### src/rtl/logic_gate_pipe_pkg.sv
// Shared definitions for the pipelined gate unit: gate select codes and the
// width-agnostic gate function used by the result stage.
package logic_gate_pkg;

    localparam logic [2:0] OP_AND  = 3'd0;
    localparam logic [2:0] OP_OR   = 3'd1;
    localparam logic [2:0] OP_NAND = 3'd2;
    localparam logic [2:0] OP_NOR  = 3'd3;
    localparam logic [2:0] OP_XOR  = 3'd4;
    localparam logic [2:0] OP_XNOR = 3'd5;
    localparam logic [2:0] OP_NOTA = 3'd6;
    localparam logic [2:0] OP_BUFA = 3'd7;

    // Callers zero-extend their operands and truncate the result back to WIDTH.
    localparam int unsigned GATE_MAX_W = 64;
    typedef logic [GATE_MAX_W-1:0] gate_word_t;

    function automatic gate_word_t gate_fn(input logic [2:0] op,
                                           input gate_word_t a,
                                           input gate_word_t b);
        gate_word_t r;
        case (op)
            OP_AND:  r = a & b;
            OP_OR:   r = a | b;
            OP_NAND: r = ~(a & b);
            OP_NOR:  r = ~(a | b);
            OP_XOR:  r = a ^ b;
            OP_XNOR: r = ~(a ^ b);
            OP_NOTA: r = ~a;
            default: r = a;
        endcase
        return r;
    endfunction

endpackage

### src/rtl/logic_gate_pipe_if.sv
// Operand/result handshake bundle of the gate unit plus its change-counter
// monitor signals; master drives operands, slave is the unit.
interface logic_gate_pipe_if #(
    parameter int WIDTH = 8,
    parameter int CNT_W = 16
);
    logic             in_valid;
    logic             in_ready;
    logic [WIDTH-1:0] a;
    logic [WIDTH-1:0] b;
    logic [2:0]       op;
    logic             out_valid;
    logic             out_ready;
    logic [WIDTH-1:0] y;
    logic             y_changed;
    logic             clr_cnt;
    logic [CNT_W-1:0] chg_cnt;

    modport master (
        output in_valid, a, b, op, out_ready, clr_cnt,
        input  in_ready, out_valid, y, y_changed, chg_cnt
    );

    modport slave (
        input  in_valid, a, b, op, out_ready, clr_cnt,
        output in_ready, out_valid, y, y_changed, chg_cnt
    );
endinterface

### src/rtl/logic_gate_pipe_stage.sv
// Generic valid/ready register slice: loads when empty or when its content is
// taken the same cycle, otherwise holds. Full throughput, no bubbles.
module logic_gate_stage #(
    parameter int DW = 8
) (
    input  logic          clk,
    input  logic          rst_n,
    input  logic          valid_i,
    output logic          ready_o,
    input  logic [DW-1:0] data_i,
    output logic          valid_o,
    input  logic          ready_i,
    output logic [DW-1:0] data_o
);
    logic          valid_q, valid_d;
    logic [DW-1:0] data_q, data_d;
    logic          load;

    assign ready_o = ~valid_q | ready_i;
    assign load    = valid_i & ready_o;

    // NOTE: every variable gets its hold value first so no path leaves it unassigned (no latch).
    always_comb begin
        valid_d = valid_q;
        data_d  = data_q;
        if (load) begin
            valid_d = 1'b1;
            data_d  = data_i;
        end else if (ready_i) begin
            valid_d = 1'b0;
        end
    end

    // NOTE: state updates use non-blocking assignments so all flops sample pre-edge values.
    // NOTE: the data register is reset as well, because the result output must read 0 after reset.
    always_ff @(posedge clk or negedge rst_n) begin
        if (!rst_n) begin
            valid_q <= 1'b0;
            data_q  <= '0;
        end else begin
            valid_q <= valid_d;
            data_q  <= data_d;
        end
    end

    assign valid_o = valid_q;
    assign data_o  = data_q;
endmodule

### src/rtl/logic_gate_pipe.sv
// Two-stage pipelined bitwise gate unit with valid/ready on both sides and a
// saturating counter of results that differ from their predecessor.
module logic_gate_pipe
    import logic_gate_pkg::*;
#(
    parameter int WIDTH = 8,
    parameter int CNT_W = 16
) (
    input  logic             clk,
    input  logic             rst_n,
    logic_gate_pipe_if.slave gate_if
);
    localparam int               S1_W    = 3 + 2 * WIDTH;
    localparam int               S2_W    = 1 + WIDTH;
    localparam logic [CNT_W-1:0] CNT_MAX = '1;

    logic             s1_valid;
    logic             s2_ready;
    logic [S1_W-1:0]  s1_data;
    logic [2:0]       s1_op;
    logic [WIDTH-1:0] s1_a, s1_b;
    logic [WIDTH-1:0] f;
    logic             f_changed;
    logic             adv2;
    logic [S2_W-1:0]  s2_data;
    logic [WIDTH-1:0] prev_y_q, prev_y_d;
    logic [CNT_W-1:0] cnt_q, cnt_d;

    logic_gate_stage #(.DW(S1_W)) u_stage1 (
        .clk     (clk),
        .rst_n   (rst_n),
        .valid_i (gate_if.in_valid),
        .ready_o (gate_if.in_ready),
        .data_i  ({gate_if.op, gate_if.b, gate_if.a}),
        .valid_o (s1_valid),
        .ready_i (s2_ready),
        .data_o  (s1_data)
    );

    assign {s1_op, s1_b, s1_a} = s1_data;

    assign f         = WIDTH'(gate_fn(s1_op, gate_word_t'(s1_a), gate_word_t'(s1_b)));
    assign f_changed = (f != prev_y_q);
    assign adv2      = s1_valid & s2_ready;

    logic_gate_stage #(.DW(S2_W)) u_stage2 (
        .clk     (clk),
        .rst_n   (rst_n),
        .valid_i (s1_valid),
        .ready_o (s2_ready),
        .data_i  ({f_changed, f}),
        .valid_o (gate_if.out_valid),
        .ready_i (gate_if.out_ready),
        .data_o  (s2_data)
    );

    assign {gate_if.y_changed, gate_if.y} = s2_data;

    // Clear wins over a same-cycle increment; the count sticks at all-ones.
    always_comb begin
        prev_y_d = prev_y_q;
        cnt_d    = cnt_q;
        if (adv2) begin
            prev_y_d = f;
        end
        if (gate_if.clr_cnt) begin
            cnt_d = '0;
        end else if (adv2 && f_changed && (cnt_q != CNT_MAX)) begin
            cnt_d = cnt_q + CNT_W'(1);
        end
    end

    always_ff @(posedge clk or negedge rst_n) begin
        if (!rst_n) begin
            prev_y_q <= '0;
            cnt_q    <= '0;
        end else begin
            prev_y_q <= prev_y_d;
            cnt_q    <= cnt_d;
        end
    end

    assign gate_if.chg_cnt = cnt_q;
endmodule

### src/flat_wrapper.sv
// flat-port wrapper written by rule: the top's interface ports become plain ports
module logic_gate_pipe_flat import logic_gate_pkg::*;
#(
    parameter int WIDTH = 8,
    parameter int CNT_W = 16
)
  (clk, rst_n, gate_if_in_valid, gate_if_a, gate_if_b, gate_if_op, gate_if_out_ready, gate_if_clr_cnt, gate_if_in_ready, gate_if_out_valid, gate_if_y, gate_if_y_changed, gate_if_chg_cnt);
  logic_gate_pipe_if #(.WIDTH(WIDTH), .CNT_W(CNT_W)) gate_if_i ();
  input  logic clk;
  input  logic rst_n;
  input wire logic [$bits(gate_if_i.in_valid)-1:0] gate_if_in_valid;
  input wire logic [$bits(gate_if_i.a)-1:0] gate_if_a;
  input wire logic [$bits(gate_if_i.b)-1:0] gate_if_b;
  input wire logic [$bits(gate_if_i.op)-1:0] gate_if_op;
  input wire logic [$bits(gate_if_i.out_ready)-1:0] gate_if_out_ready;
  input wire logic [$bits(gate_if_i.clr_cnt)-1:0] gate_if_clr_cnt;
  output wire logic [$bits(gate_if_i.in_ready)-1:0] gate_if_in_ready;
  output wire logic [$bits(gate_if_i.out_valid)-1:0] gate_if_out_valid;
  output wire logic [$bits(gate_if_i.y)-1:0] gate_if_y;
  output wire logic [$bits(gate_if_i.y_changed)-1:0] gate_if_y_changed;
  output wire logic [$bits(gate_if_i.chg_cnt)-1:0] gate_if_chg_cnt;
  assign gate_if_i.in_valid = gate_if_in_valid;
  assign gate_if_i.a = gate_if_a;
  assign gate_if_i.b = gate_if_b;
  assign gate_if_i.op = gate_if_op;
  assign gate_if_i.out_ready = gate_if_out_ready;
  assign gate_if_i.clr_cnt = gate_if_clr_cnt;
  assign gate_if_in_ready = gate_if_i.in_ready;
  assign gate_if_out_valid = gate_if_i.out_valid;
  assign gate_if_y = gate_if_i.y;
  assign gate_if_y_changed = gate_if_i.y_changed;
  assign gate_if_chg_cnt = gate_if_i.chg_cnt;
  logic_gate_pipe #(.WIDTH(WIDTH), .CNT_W(CNT_W)) u_core (.clk(clk), .rst_n(rst_n), .gate_if(gate_if_i));
endmodule
### config.mk
export PLATFORM = sky130hd
export DESIGN_NAME = logic_gate_pipe_flat
export DESIGN_NICKNAME = d
export VERILOG_FILES = /design/src/rtl/logic_gate_pipe_pkg.sv /design/src/rtl/logic_gate_pipe_if.sv /design/src/rtl/logic_gate_pipe_stage.sv /design/src/rtl/logic_gate_pipe.sv /design/src/flat_wrapper.sv
export SDC_FILE = /design/constraint.sdc
export NUM_CORES = 1
export LEC_CHECK = 0
export CAP_MARGIN = 5
export CORE_ASPECT_RATIO = 1.2
export CORE_UTILIZATION = 30
export CTS_BUF_LIST = sky130_fd_sc_hd__clkbuf_8
export DETAILED_ROUTE_END_ITERATION = 7
export PLACE_DENSITY = 0.54
export SLEW_MARGIN = 20
export SYNTH_ARGS = -nofsm -noshare
export SYNTH_HDL_FRONTEND = slang
export SYNTH_SLANG_ARGS = --single-unit
### constraint.sdc
create_clock -name clk -period 2.9 [get_ports clk]
set_input_delay 0.58 -clock clk [delete_from_list [all_inputs] [get_ports clk]]
set_output_delay 0.58 -clock clk [all_outputs]
set_load 0.01 [all_outputs]
==> impl_metrics.py <==
metrics = {
    "run_status": {
        "outcome": "finished clean",
    },
    "route": {
        "wl_met3_um": 282,
        "dr_wl_met2_um": 3965,
        "wl_met1_um": 3524,
        "wire_per_inst_um": 15.43,
        "first_pass_iters": 6,
        "wirelength_um": 7839,
        "vias": 2644,
        "viasPerCell": 5.205,
        "drc": 0,
        "detail_route.iter0.violations": 87,
        "antenna_left": 0,
        "dr.max_layer_used": "met4",
    },
    "critical_path": {
        "worstPathMaxFanout": 4,
        "cp-start-kind": "flip-flop",
        "worstSetupPathType": "flip-flop to flip-flop",
        "required_ps": 3090,
        "cp_slowest_cell": "dfrtp_1",
        "crit_path_frequent_cell": "mux2_4",
        "max_stage_delay_ps": 430,
        "startpoint": "u_core.u_stage1.data_o[1]$_DFFE_PN0P_",
        "r2r_start": "u_core.u_stage1.data_o[1]$_DFFE_PN0P_",
        "setup.worst_path.end_class": "flip-flop",
        "cpLargestDelayFamily": "compound AO/OA/AOI/OAI gates",
        "crit_cells": 10,
        "crit_buf_inv": 1,
        "crit_arrival_ps": 3010,
        "r2r_cells": 10,
        "path_cells": "buf_6, ha_4, mux2_4, a22oi_2, o31ai_2, or3_4, a221oi_4, a31oi_4, and4_4, mux2_4",
    },
    "global_routing": {
        "overflow": 0,
        "grt_util_all_layers_pct": 14.75,
        "antenna_found_initial": 0,
        "grt_pass1_wl_um": 12540,
        "grt_max_degree": 25,
        "grt_pass1_vias": 2574,
    },
    "pwr": {
        "swShare_pct": 34.71,
        "p_sw_w": 0.0007930,
        "p_seq_share_pct": 36.1,
        "vdd.ir_drop.worst_uv": 298.6,
        "power_density_nw_per_um2": 547.3,
        "p_total_w": 0.002284,
        "internal_power_w": 0.001491,
        "clkPwrFrac_pct": 21.3,
        "leakagePower_nw": 1.758,
        "comb_power_share_pct": 42.6,
    },
    "timing": {
        "worst_slack_ps": 79.51,
        "fin_crit_sh_pct": 97.26,
        "final-hold-violation-count": 0,
        "clock_skew_ps": 9.515,
        "max_slew_margin_pct": 63.53,
        "max_freq_mhz": 354.5,
        "finalSetupTns_ps": 0,
        "rsz0062_at_grt": "yes",
        "worst_pin_slew_ps": 545.4,
        "slew_violations": 0,
        "period_minus_slack_ps": 2820,
        "setup_viol": 0,
    },
    "cells_and_area": {
        "drive_above_1_share_pct": 27.23,
        "fill_cells": 971,
        "multi_input_area_um2": 1928,
        "area_delta_synth_final_pct": 33.39,
        "final_core_util_pct": 41.49,
        "instances_no_fill": 508,
        "register_area_um2": 1152,
        "nNetsFinal": 422,
        "diodes": 0,
    },
    "logic_synthesis": {
        "synthMuxAreaShare_pct": 14.47,
        "synthXorXnorAreaFrac_pct": 1.919,
        "synth_top_area_share_pct": 36.79,
        "netlist_instances": 311,
        "syn_nets": 352,
        "yosysMostFrequentCell": "dfrtp_1",
        "ys_seq_area_share_pct": 36.79,
        "ys.warnings.count": 0,
        "ys_ff_latch": 46,
        "synth_edf_count": 0,
        "synth_common_cells": "dfrtp_1 (46), nand2_1 (30), mux2_2 (29)",
        "post-synth-top-area-cell": "dfrtp_1",
        "ys.flop_type": "dfrtp_1",
        "synth.area.top_cells": "dfrtp_1 (37%), mux2_2 (10%), ha_1 (6.8%), nand2_1 (3.6%), mux2i_1 (3.2%)",
        "syn_area_um2": 3129,
        "synth-simple-area-share_pct": 17.91,
        "syn_avg_cell_area_um2": 10.06,
        "async_flop_share_pct": 100.0,
        "synth_top_family_by_area": "simple AND/OR/NAND/NOR gates",
        "synth_adder_area_share_pct": 6.797,
        "synth_compound_area_share_pct": 15.87,
        "synth_cell_types": 63,
    },
    "placement": {
        "dpl.cell_count": 485,
        "portBuffers": 50,
        "gp_congestion": 0.7587,
        "hpwl_um": 5567,
        "dp_slack_ps": -40.45,
    },
    "cts": {
        "numCtsBuffers": 5,
        "path_clk_slew_ps": 100,
        "cts_tree": "built",
        "cts_root_buf": "clkbuf_8",
        "clockBufferDepth": 2,
        "htreeDepth": 2,
        "clock_sinks": 46,
        "hold_buffers": 0,
        "clock_latency_ps": 310,
    },
    "hold_path": {
        "hp-class": "primary input to asynchronous set/reset pin",
    },
    "flow_run": {
        "drv_cap": 0,
    },
    "floorplanning": {
        "core-area_um2": 10060,
        "die_area_um2": 10840,
        "die_y_um": 113.9,
        "start_util_pct": 31.11,
        "pin_count": 51,
        "die_w_um": 95.23,
        "rows": 40,
    },
}
## cells by family (layout without fill, tap and decap cells)
family,after synthesis,in the layout
AND/OR/NAND/NOR,99,100
AO/OA/AOI/OAI,65,65
flip-flops,46,46
multiplexers,41,41
buffers and inverters,37,107
adder cells (fa/ha/maj),17,17
XOR/XNOR,6,6
## sequential cells by signal, summed over array words and instances (netlist names)
signal,count
u_core.gate_if.chg_cnt,16
u_core.u_stage1.data_o,19
u_core.u_stage1.valid_o,1
u_core.u_stage2.data_o,9
u_core.u_stage2.valid_o,1
## path summary, 6_finish.rpt
| path | to | slack [ps] |
|---|---|---|
| max in group asynchronous | u_core.u_stage1.data_o[17]$_DFFE_PN0P_ | 2200 |
| min reg2reg | u_core.u_stage2.data_o[8]$_DFFE_PN0P_ | 510 |
| min | u_core.gate_if.chg_cnt[11]$_DFFE_PN0P_ | 120 |
| max | u_core.gate_if.chg_cnt[6]$_DFFE_PN0P_ | 80 |
| max reg2reg | u_core.gate_if.chg_cnt[6]$_DFFE_PN0P_ | 80 |
| min in group clk | u_core.u_stage2.data_o[8]$_DFFE_PN0P_ | 510 |
## timing repair
action                                 CTS  global route
cloned                                   0             1
endpoints found under the hold margin    0             0
setup endpoints to repair                2            17
buffers inserted                         1            13
pin swaps                                2            13
resized for setup                        1            32
## layer usage
metal  vias to the layer above  GRT usage (%)
met5                         -              0
met2                        51          25.14
met4                         0          3.434
met3                         5          2.600
met1                      1303          19.18
li1                       1285              -
## area by class of cell
class | instances | area share, %
timing repair buffer | 81 | 18.20
clock buffer | 5 | 1.649
inverter | 18 | 1.619
clock inverter | 3 | 0.9592
multi-input combinational | 229 | 46.19
tap | 126 | 3.777
sequential | 46 | 27.61
## cells in the final DEF, fill, tap and decap left out, types with 3 or more instances in the layout
| cell | netlist | final |
|---|---|---|
| nand2_1 | 30 | 30 |
| xor2_1 | 3 | 3 |
| mux2_2 | 29 | 29 |
| clkbuf_8 | 0 | 5 |
| nor2b_1 | 6 | 6 |
| clkdlybuf4s50_1 | 0 | 49 |
| nand3_1 | 4 | 4 |
| buf_6 | 4 | 5 |
| nor2_1 | 13 | 13 |
| buf_4 | 3 | 25 |
| a21oi_1 | 17 | 17 |
| mux2i_1 | 10 | 10 |
| dfrtp_1 | 46 | 45 |
| o22ai_1 | 3 | 3 |
| and4_1 | 3 | 3 |
| inv_2 | 0 | 4 |
| o31ai_1 | 13 | 12 |
| nand2b_1 | 7 | 7 |
| or4_1 | 8 | 8 |
| inv_1 | 18 | 14 |
| ha_1 | 17 | 14 |
| ha_4 | 0 | 3 |
| nand3b_1 | 6 | 6 |
| o21ai_0 | 6 | 4 |
| and3_1 | 5 | 5 |
## metrics by stage
step / cell area, um^2 / hold WS (ps)
after floorplan: 3129 / 284.4
after global placement: 3795 / 456.3
after detailed placement: 3795 / 459.5
after CTS: 3918 / 125.2
after global routing: 4174 / 128.7
final: 4174 / 115.0
## power by group through the flow
| stage | logic (W) | registers [W] | clock network, W |
|---|---|---|---|
| floorplan | 0.000544 | 0.000828 | 0 |
| global placement | 0.000810 | 0.000832 | 0 |
| detailed placement | 0.000825 | 0.000835 | 0 |
| CTS | 0.000829 | 0.000823 | 0.000504 |
| global route | 0.00106 | 0.000841 | 0.000528 |
| finish | 0.000973 | 0.000825 | 0.000487 |
## worst register-to-register path: cells and delay by family (launching register included)
kind                     cells  cell delay [ps]
buffers and inverters        1              150
adder cells (fa/ha/maj)      1              150
multiplexers                 2              550
flip-flops                   1              430
AO/OA/AOI/OAI                4              810
AND/OR/NAND/NOR              2              620
Power figures use the tool's default switching activity.
